<file path="config.mk">
export PLATFORM = sky130hd
export DESIGN_NAME = if_fetch_unit
export DESIGN_NICKNAME = d
export VERILOG_FILES = /design/src/rtl/if_fetch_unit.sv
export SDC_FILE = /design/constraint.sdc
export NUM_CORES = 1
export LEC_CHECK = 0
export CORE_UTILIZATION = 28
export CTS_CLUSTER_SIZE = 24
export DETAILED_ROUTE_END_ITERATION = 10
export PLACE_DENSITY = 0.6
export SYNTH_ARGS = -nofsm -noshare
export SYNTH_HDL_FRONTEND = slang
export SYNTH_SLANG_ARGS = --single-unit
</file>
<file path="constraint.sdc">
create_clock -name clk -period 6 [get_ports clk]
set_input_delay 1.8 -clock clk [delete_from_list [all_inputs] [get_ports clk]]
set_output_delay 1.8 -clock clk [all_outputs]
set_load 0.01 [all_outputs]
</file>
<file path="src/rtl/if_fetch_unit.sv">
// Instruction-fetch stage: owns the fetch PC, keeps one imem request in flight, buffers two responses.
// Optional misaligned-redirect trap is enabled by defining FETCH_MISALIGN_CHK_EN.
module if_fetch_unit #(
  parameter logic [31:0] RESET_PC  = 32'h0000_0000,
  parameter logic [31:0] NOP_INSTR = 32'h0000_0013
) (
  input  logic        clk,
  input  logic        reset,
  input  logic        pc_write,
  input  logic        redirect_valid,
  input  logic [31:0] redirect_pc,
  output logic        imem_req,
  output logic [31:0] imem_addr,
  input  logic        imem_rvalid,
  input  logic [31:0] imem_rdata,
  output logic        instr_valid,
  output logic [31:0] instr,
  output logic [31:0] pc_original,
  output logic [31:0] pc_inc
`ifdef FETCH_MISALIGN_CHK_EN
  ,
  output logic        fetch_misaligned
`endif
);

  typedef enum logic [1:0] {IDLE, RUN, DRAIN} state_e;

  state_e      state_q, state_d;
  logic [31:0] fetch_pc_q, fetch_pc_d;
  logic [31:0] req_addr_q, req_addr_d;
  logic        outstanding_q, outstanding_d;
  logic [1:0]  count_q, count_d;
  logic        misaligned_q, misaligned_d;
  logic [31:0] buf_instr_q [2];
  logic [31:0] buf_instr_d [2];
  logic [31:0] buf_pc_q [2];
  logic [31:0] buf_pc_d [2];
  logic [31:0] redir_target;
  logic        redir_bad;
  logic        push, pop, issue, wr_idx;
  logic [1:0]  count_after;

`ifdef FETCH_MISALIGN_CHK_EN
  assign redir_target     = redirect_pc;
  assign redir_bad        = redirect_pc[1:0] != 2'b00;
  assign fetch_misaligned = misaligned_q;
`else
  logic unused_redirect_lsbs;
  assign unused_redirect_lsbs = ^redirect_pc[1:0];
  assign redir_target         = {redirect_pc[31:2], 2'b00};
  assign redir_bad            = 1'b0;
`endif

  always_comb begin
    state_d       = state_q;
    fetch_pc_d    = fetch_pc_q;
    req_addr_d    = req_addr_q;
    outstanding_d = outstanding_q;
    count_d       = count_q;
    misaligned_d  = misaligned_q;
    buf_instr_d   = buf_instr_q;
    buf_pc_d      = buf_pc_q;
    push          = 1'b0;
    pop           = 1'b0;
    issue         = 1'b0;
    wr_idx        = 1'b0;
    count_after   = count_q;

    case (state_q)
      IDLE: state_d = RUN;
      RUN: begin
        push        = imem_rvalid && outstanding_q && !redirect_valid;
        pop         = pc_write && (count_q != 2'd0) && !redirect_valid;
        count_after = count_q - {1'b0, pop} + {1'b0, push};
        // Issue only when the response is guaranteed a free slot in the buffer.
        issue       = (!outstanding_q || imem_rvalid) && (count_after <= 2'd1) &&
                      !redirect_valid && !misaligned_q;
        count_d     = count_after;
        if (imem_rvalid && outstanding_q) outstanding_d = 1'b0;
        if (redirect_valid && outstanding_q && !imem_rvalid) state_d = DRAIN;
      end
      DRAIN: begin
        if (imem_rvalid) begin
          outstanding_d = 1'b0;
          state_d       = RUN;
        end
      end
      default: state_d = IDLE;
    endcase

    if (pop) begin
      buf_instr_d[0] = buf_instr_q[1];
      buf_pc_d[0]    = buf_pc_q[1];
    end
    wr_idx = (count_q == 2'd2) || ((count_q == 2'd1) && !pop);
    if (push) begin
      buf_instr_d[wr_idx] = imem_rdata;
      buf_pc_d[wr_idx]    = req_addr_q;
    end

    if (redirect_valid) begin
      count_d    = 2'd0;
      fetch_pc_d = redir_target;
      if (redir_bad) misaligned_d = 1'b1;
    end else if (issue) begin
      fetch_pc_d    = fetch_pc_q + 32'd4;
      req_addr_d    = fetch_pc_q;
      outstanding_d = 1'b1;
    end
  end

  always_ff @(posedge clk) begin
    if (!reset) begin
      state_q       <= IDLE;
      fetch_pc_q    <= RESET_PC;
      outstanding_q <= 1'b0;
      count_q       <= 2'd0;
      misaligned_q  <= 1'b0;
    end else begin
      state_q       <= state_d;
      fetch_pc_q    <= fetch_pc_d;
      outstanding_q <= outstanding_d;
      count_q       <= count_d;
      misaligned_q  <= misaligned_d;
    end
  end

  // Payload registers carry no reset; the head is masked by count_q.
  always_ff @(posedge clk) begin
    req_addr_q  <= req_addr_d;
    buf_instr_q <= buf_instr_d;
    buf_pc_q    <= buf_pc_d;
  end

  assign imem_req    = issue & reset;
  assign imem_addr   = fetch_pc_q;
  assign instr_valid = count_q != 2'd0;
  assign instr       = instr_valid ? buf_instr_q[0] : NOP_INSTR;
  assign pc_original = instr_valid ? buf_pc_q[0] : 32'd0;
  assign pc_inc      = instr_valid ? buf_pc_q[0] + 32'd4 : 32'd0;

endmodule

</file>
==> flow_metrics.py <==
metrics = {
    "run_status": {
        "outcome": "finished clean",
    },
    "finish": {
        "seqCellArea_um2": 4805,
        "stdcell_count": 1427,
        "multi_input_area_um2": 3642,
        "final_area_um2": 11640,
        "fillers": 3068,
        "area_growth_pct": 33.72,
        "nets": 1095,
        "final_cell_mix": "193 x clkdlybuf4s50_1, 99 x dfxtp_1, 94 x edfxtp_1",
        "num_antenna_cells": 0,
        "final_common_cell": "clkdlybuf4s50_1",
        "drive_gt1_share_pct": 5.723,
    },
    "power_and_ir_drop": {
        "clkPwrFrac_pct": 35.5,
        "p_sw_w": 0.0008440,
        "max-vdd-ir-drop_v": 0.0001798,
        "p_seq_share_pct": 53.9,
        "combinationalPowerShare_pct": 10.6,
        "switching_share_pct": 26.94,
        "finalPower_w": 0.003133,
        "p_int_w": 0.002289,
        "power.leakage_nw": 3.774,
        "powerDensity_nw_per_um2": 269.0,
    },
    "yosys": {
        "synth_warnings": 0,
        "synthMuxAreaShare_pct": 7.845,
        "async_flop_share_pct": 0,
        "synth_xor_area_share_pct": 4.684,
        "synth-simple-area-share_pct": 19.50,
        "synth_area_um2": 8708,
        "synth_compound_area_share_pct": 8.247,
        "postSynthCellCount": 845,
        "ys_ff_latch": 193,
        "synth_edf_count": 94,
        "syn_area_per_cell_um2": 10.31,
        "synth.yosys.seq_area_share_pct": 55.17,
        "synth_cell_types": 49,
        "synth_top_family_by_area": "simple AND/OR/NAND/NOR gates",
        "synth_fa_ha_area_share_pct": 1.149,
        "synth-main-ff-cell": "dfxtp_1",
    },
    "floorplan": {
        "core_area_um2": 30590,
        "chipWidth_um": 178.4,
        "core.rowCount": 64,
        "io_pins": 199,
        "floorplan.initialDensity_pct": 28.47,
        "die_h_um": 178.4,
        "dieArea_um2": 31810,
    },
    "critical_path": {
        "cp_slowest_cell": "clkdlybuf4s50_1",
        "cp_cell_sequence": "clkdlybuf4s50_1 -> inv_1 -> and3_1 -> ha_1 -> inv_1 -> ha_1 -> xnor3_1 -> nand3_2 -> inv_2 -> nand2_1 -> inv_1 -> dlymetal6s2s_1",
        "startpoint_type": "primary input",
        "worstPathArrival_ps": 3760,
        "cp.buffers_inverters": 6,
        "crit_family": "buffers and inverters",
        "worst-path-max-fanout": 3,
        "crit_path_end_kind": "primary output",
        "r2r_slack_ps": 2520,
        "critPathKind": "primary input to primary output",
        "max_stage_delay_ps": 480,
        "critPathRequiredTime_ps": 4200,
        "cpMostUsedCell": "inv_1",
    },
    "sta": {
        "setup_viol": 0,
        "timing_worst_slew_pin_value_ps": 771.7,
        "postLayoutSetupSlackWorst_ps": 440.3,
        "finalHoldViolCount": 0,
        "totalNegativeSetupSlack_ps": 0,
        "fin_crit_ps": 5560,
        "slew_viol_final": 0,
        "fin_skew_ps": 11.89,
        "min_period_over_period_pct": 92.66,
        "fmax_ghz": 0.1799,
        "relSlewSlack_pct": 48.41,
        "grt_setup_unrepaired": "false",
    },
    "clock_tree": {
        "cts_tree": "built",
        "path_clk_slew_ps": 80,
        "holdBufCountCts": 0,
        "clkLatencyLatePin_ps": 430,
        "cts_sinks": 193,
        "cts_max_path_buffers": 2,
        "cts-root-buf": "clkbuf_16",
        "post_cts_buffers": 0,
        "cts.htree.levels": 4,
        "cts-buffers-inserted": 17,
    },
    "placed_design": {
        "place_congestion": 0.8596,
        "dp.cells": 1395,
        "place_area_um2": 11060,
        "preCtsSetupSlack_ps": 29.63,
        "io_buffer_count": 194,
        "hpwl_um": 16040,
    },
    "global_routing": {
        "grt-ovfl-total": 0,
        "grt_pass1_wl_um": 35040,
        "grtUsageTotal_pct": 14.47,
        "grt_max_degree": 127,
        "antenna_found_initial": 0,
        "grt_pass1_vias": 6182,
    },
    "detailed_routing": {
        "wl_um": 22850,
        "vias": 6605,
        "drc": 0,
        "wire_per_inst_um": 16.01,
        "drtPass1Iterations": 5,
        "ant_nets": 0,
        "drt_iter0_drc": 452,
        "post_drt_via_cell_ratio": 4.629,
    },
    "worst_hold_path": {
        "min_path_type": "register to register",
    },
    "job": {
        "maxCapViolations": 0,
    },
}
-- layout make-up --
class | instances | share of cell area (%)
Inverter | 13 | 0.4190
Multi-Input combinational cell | 585 | 31.28
Clock buffer | 20 | 3.922
Sequential cell | 193 | 41.26
Clock inverter | 12 | 1.053
Tap cell | 396 | 4.255
Timing Repair Buffer | 208 | 17.81
-- routing by layer --
metal / part of all wire [%] / routed length [µm] / vias to the layer above / global-route usage [%]
met4: 0.70 / 160 / 0 / 3.496
li1: - / - / 3334 / -
met5: 0 / 0 / - / 0
met1: 49 / 11190 / 3053 / 20.44
met3: 6.0 / 1382 / 13 / 3.325
met2: 44 / 10120 / 205 / 22.19
-- per-stage QoR --
step                      hold WS (ps)  util, %
after floorplan                  426.2        -
after global placement           431.8    36.15
after detailed placement         433.5    36.15
after CTS                        446.7    38.04
after global routing             469.2    38.07
final                            445.9    38.07
-- cells in the mapped netlist, types with 2 or more instances --
master / n / area (µm²)
and3_1: 12 / 75.07
clkbuf_1: 39 / 146.4
dfxtp_1: 99 / 1982
or4_1: 5 / 37.54
nor3_1: 13 / 65.06
nand4b_1: 2 / 17.52
ha_1: 8 / 100.1
nand3_1: 37 / 185.2
o211ai_1: 2 / 15.01
buf_2: 9 / 45.04
mux2_2: 2 / 22.52
a211oi_1: 3 / 22.52
xor2_1: 26 / 227.7
nand2b_1: 4 / 25.02
edfxtp_1: 94 / 2823
and2_1: 67 / 419.2
or3_1: 7 / 43.79
buf_4: 7 / 52.55
a21oi_1: 23 / 115.1
a31oi_1: 4 / 25.02
xnor2_1: 18 / 157.7
nor4_1: 7 / 43.79
nand2_1: 87 / 326.6
nor2_1: 54 / 202.7
a311oi_1: 2 / 17.52
inv_1: 12 / 45.04
nor2b_1: 7 / 43.79
nand4_1: 17 / 106.4
and4_1: 6 / 52.55
or2_2: 2 / 12.51
mux2i_1: 66 / 660.6
o221ai_1: 2 / 17.52
o21ai_0: 86 / 430.4
-- power groups by stage --
stage,Combinational [W],Sequential (W),Clock (W)
floorplan,0.000207,0.00167,0
global placement,0.000324,0.00172,0
detailed placement,0.000334,0.00172,0
CTS,0.000335,0.00169,0.00116
global route,0.000376,0.00171,0.00122
finish,0.000331,0.00169,0.00111
-- worst register-to-register path: cells and delay by family, from the launching register on --
family | cells | cell delay, ps
AOI/OAI and AO/OA | 1 | 140
xor gates and xnor gates | 2 | 430
adders and majority gates | 2 | 470
buffers and inverters | 3 | 410
DFF | 1 | 370
and+or+nand+nor | 4 | 1610
-- cell families (layout without fill, tap and decap cells) --
| family | after synthesis | after routing |
|---|---|---|
| fa+ha+maj | 8 | 8 |
| compound gates | 131 | 131 |
| simple gates | 331 | 331 |
| flops | 193 | 193 |
| buf+inv | 68 | 253 |
| xor+xnor | 45 | 45 |
| other cells | 1 | 2 |
| mux | 68 | 68 |
-- worst paths after layout --
path | startpoint | endpoint | cells past startpoint
worst min register to register | req_addr_q[26]$_DFFE_PP_ | register | 0
worst min-delay path | req_addr_q[26]$_DFFE_PP_ | register | 0
worst max-delay path | redirect_valid | imem_req | 12
worst max register to register | count_q[1]$_SDFFE_PP0P_ | imem_addr[17]$_SDFFE_PN0P_ | 12
-- timing repair --
action | in CTS | in global routing
gates resized for setup | 0 | 2
setup endpoints to repair | 0 | 1
endpoints found under the hold margin | 0 | 0
(Power assumes the default switching activity.)
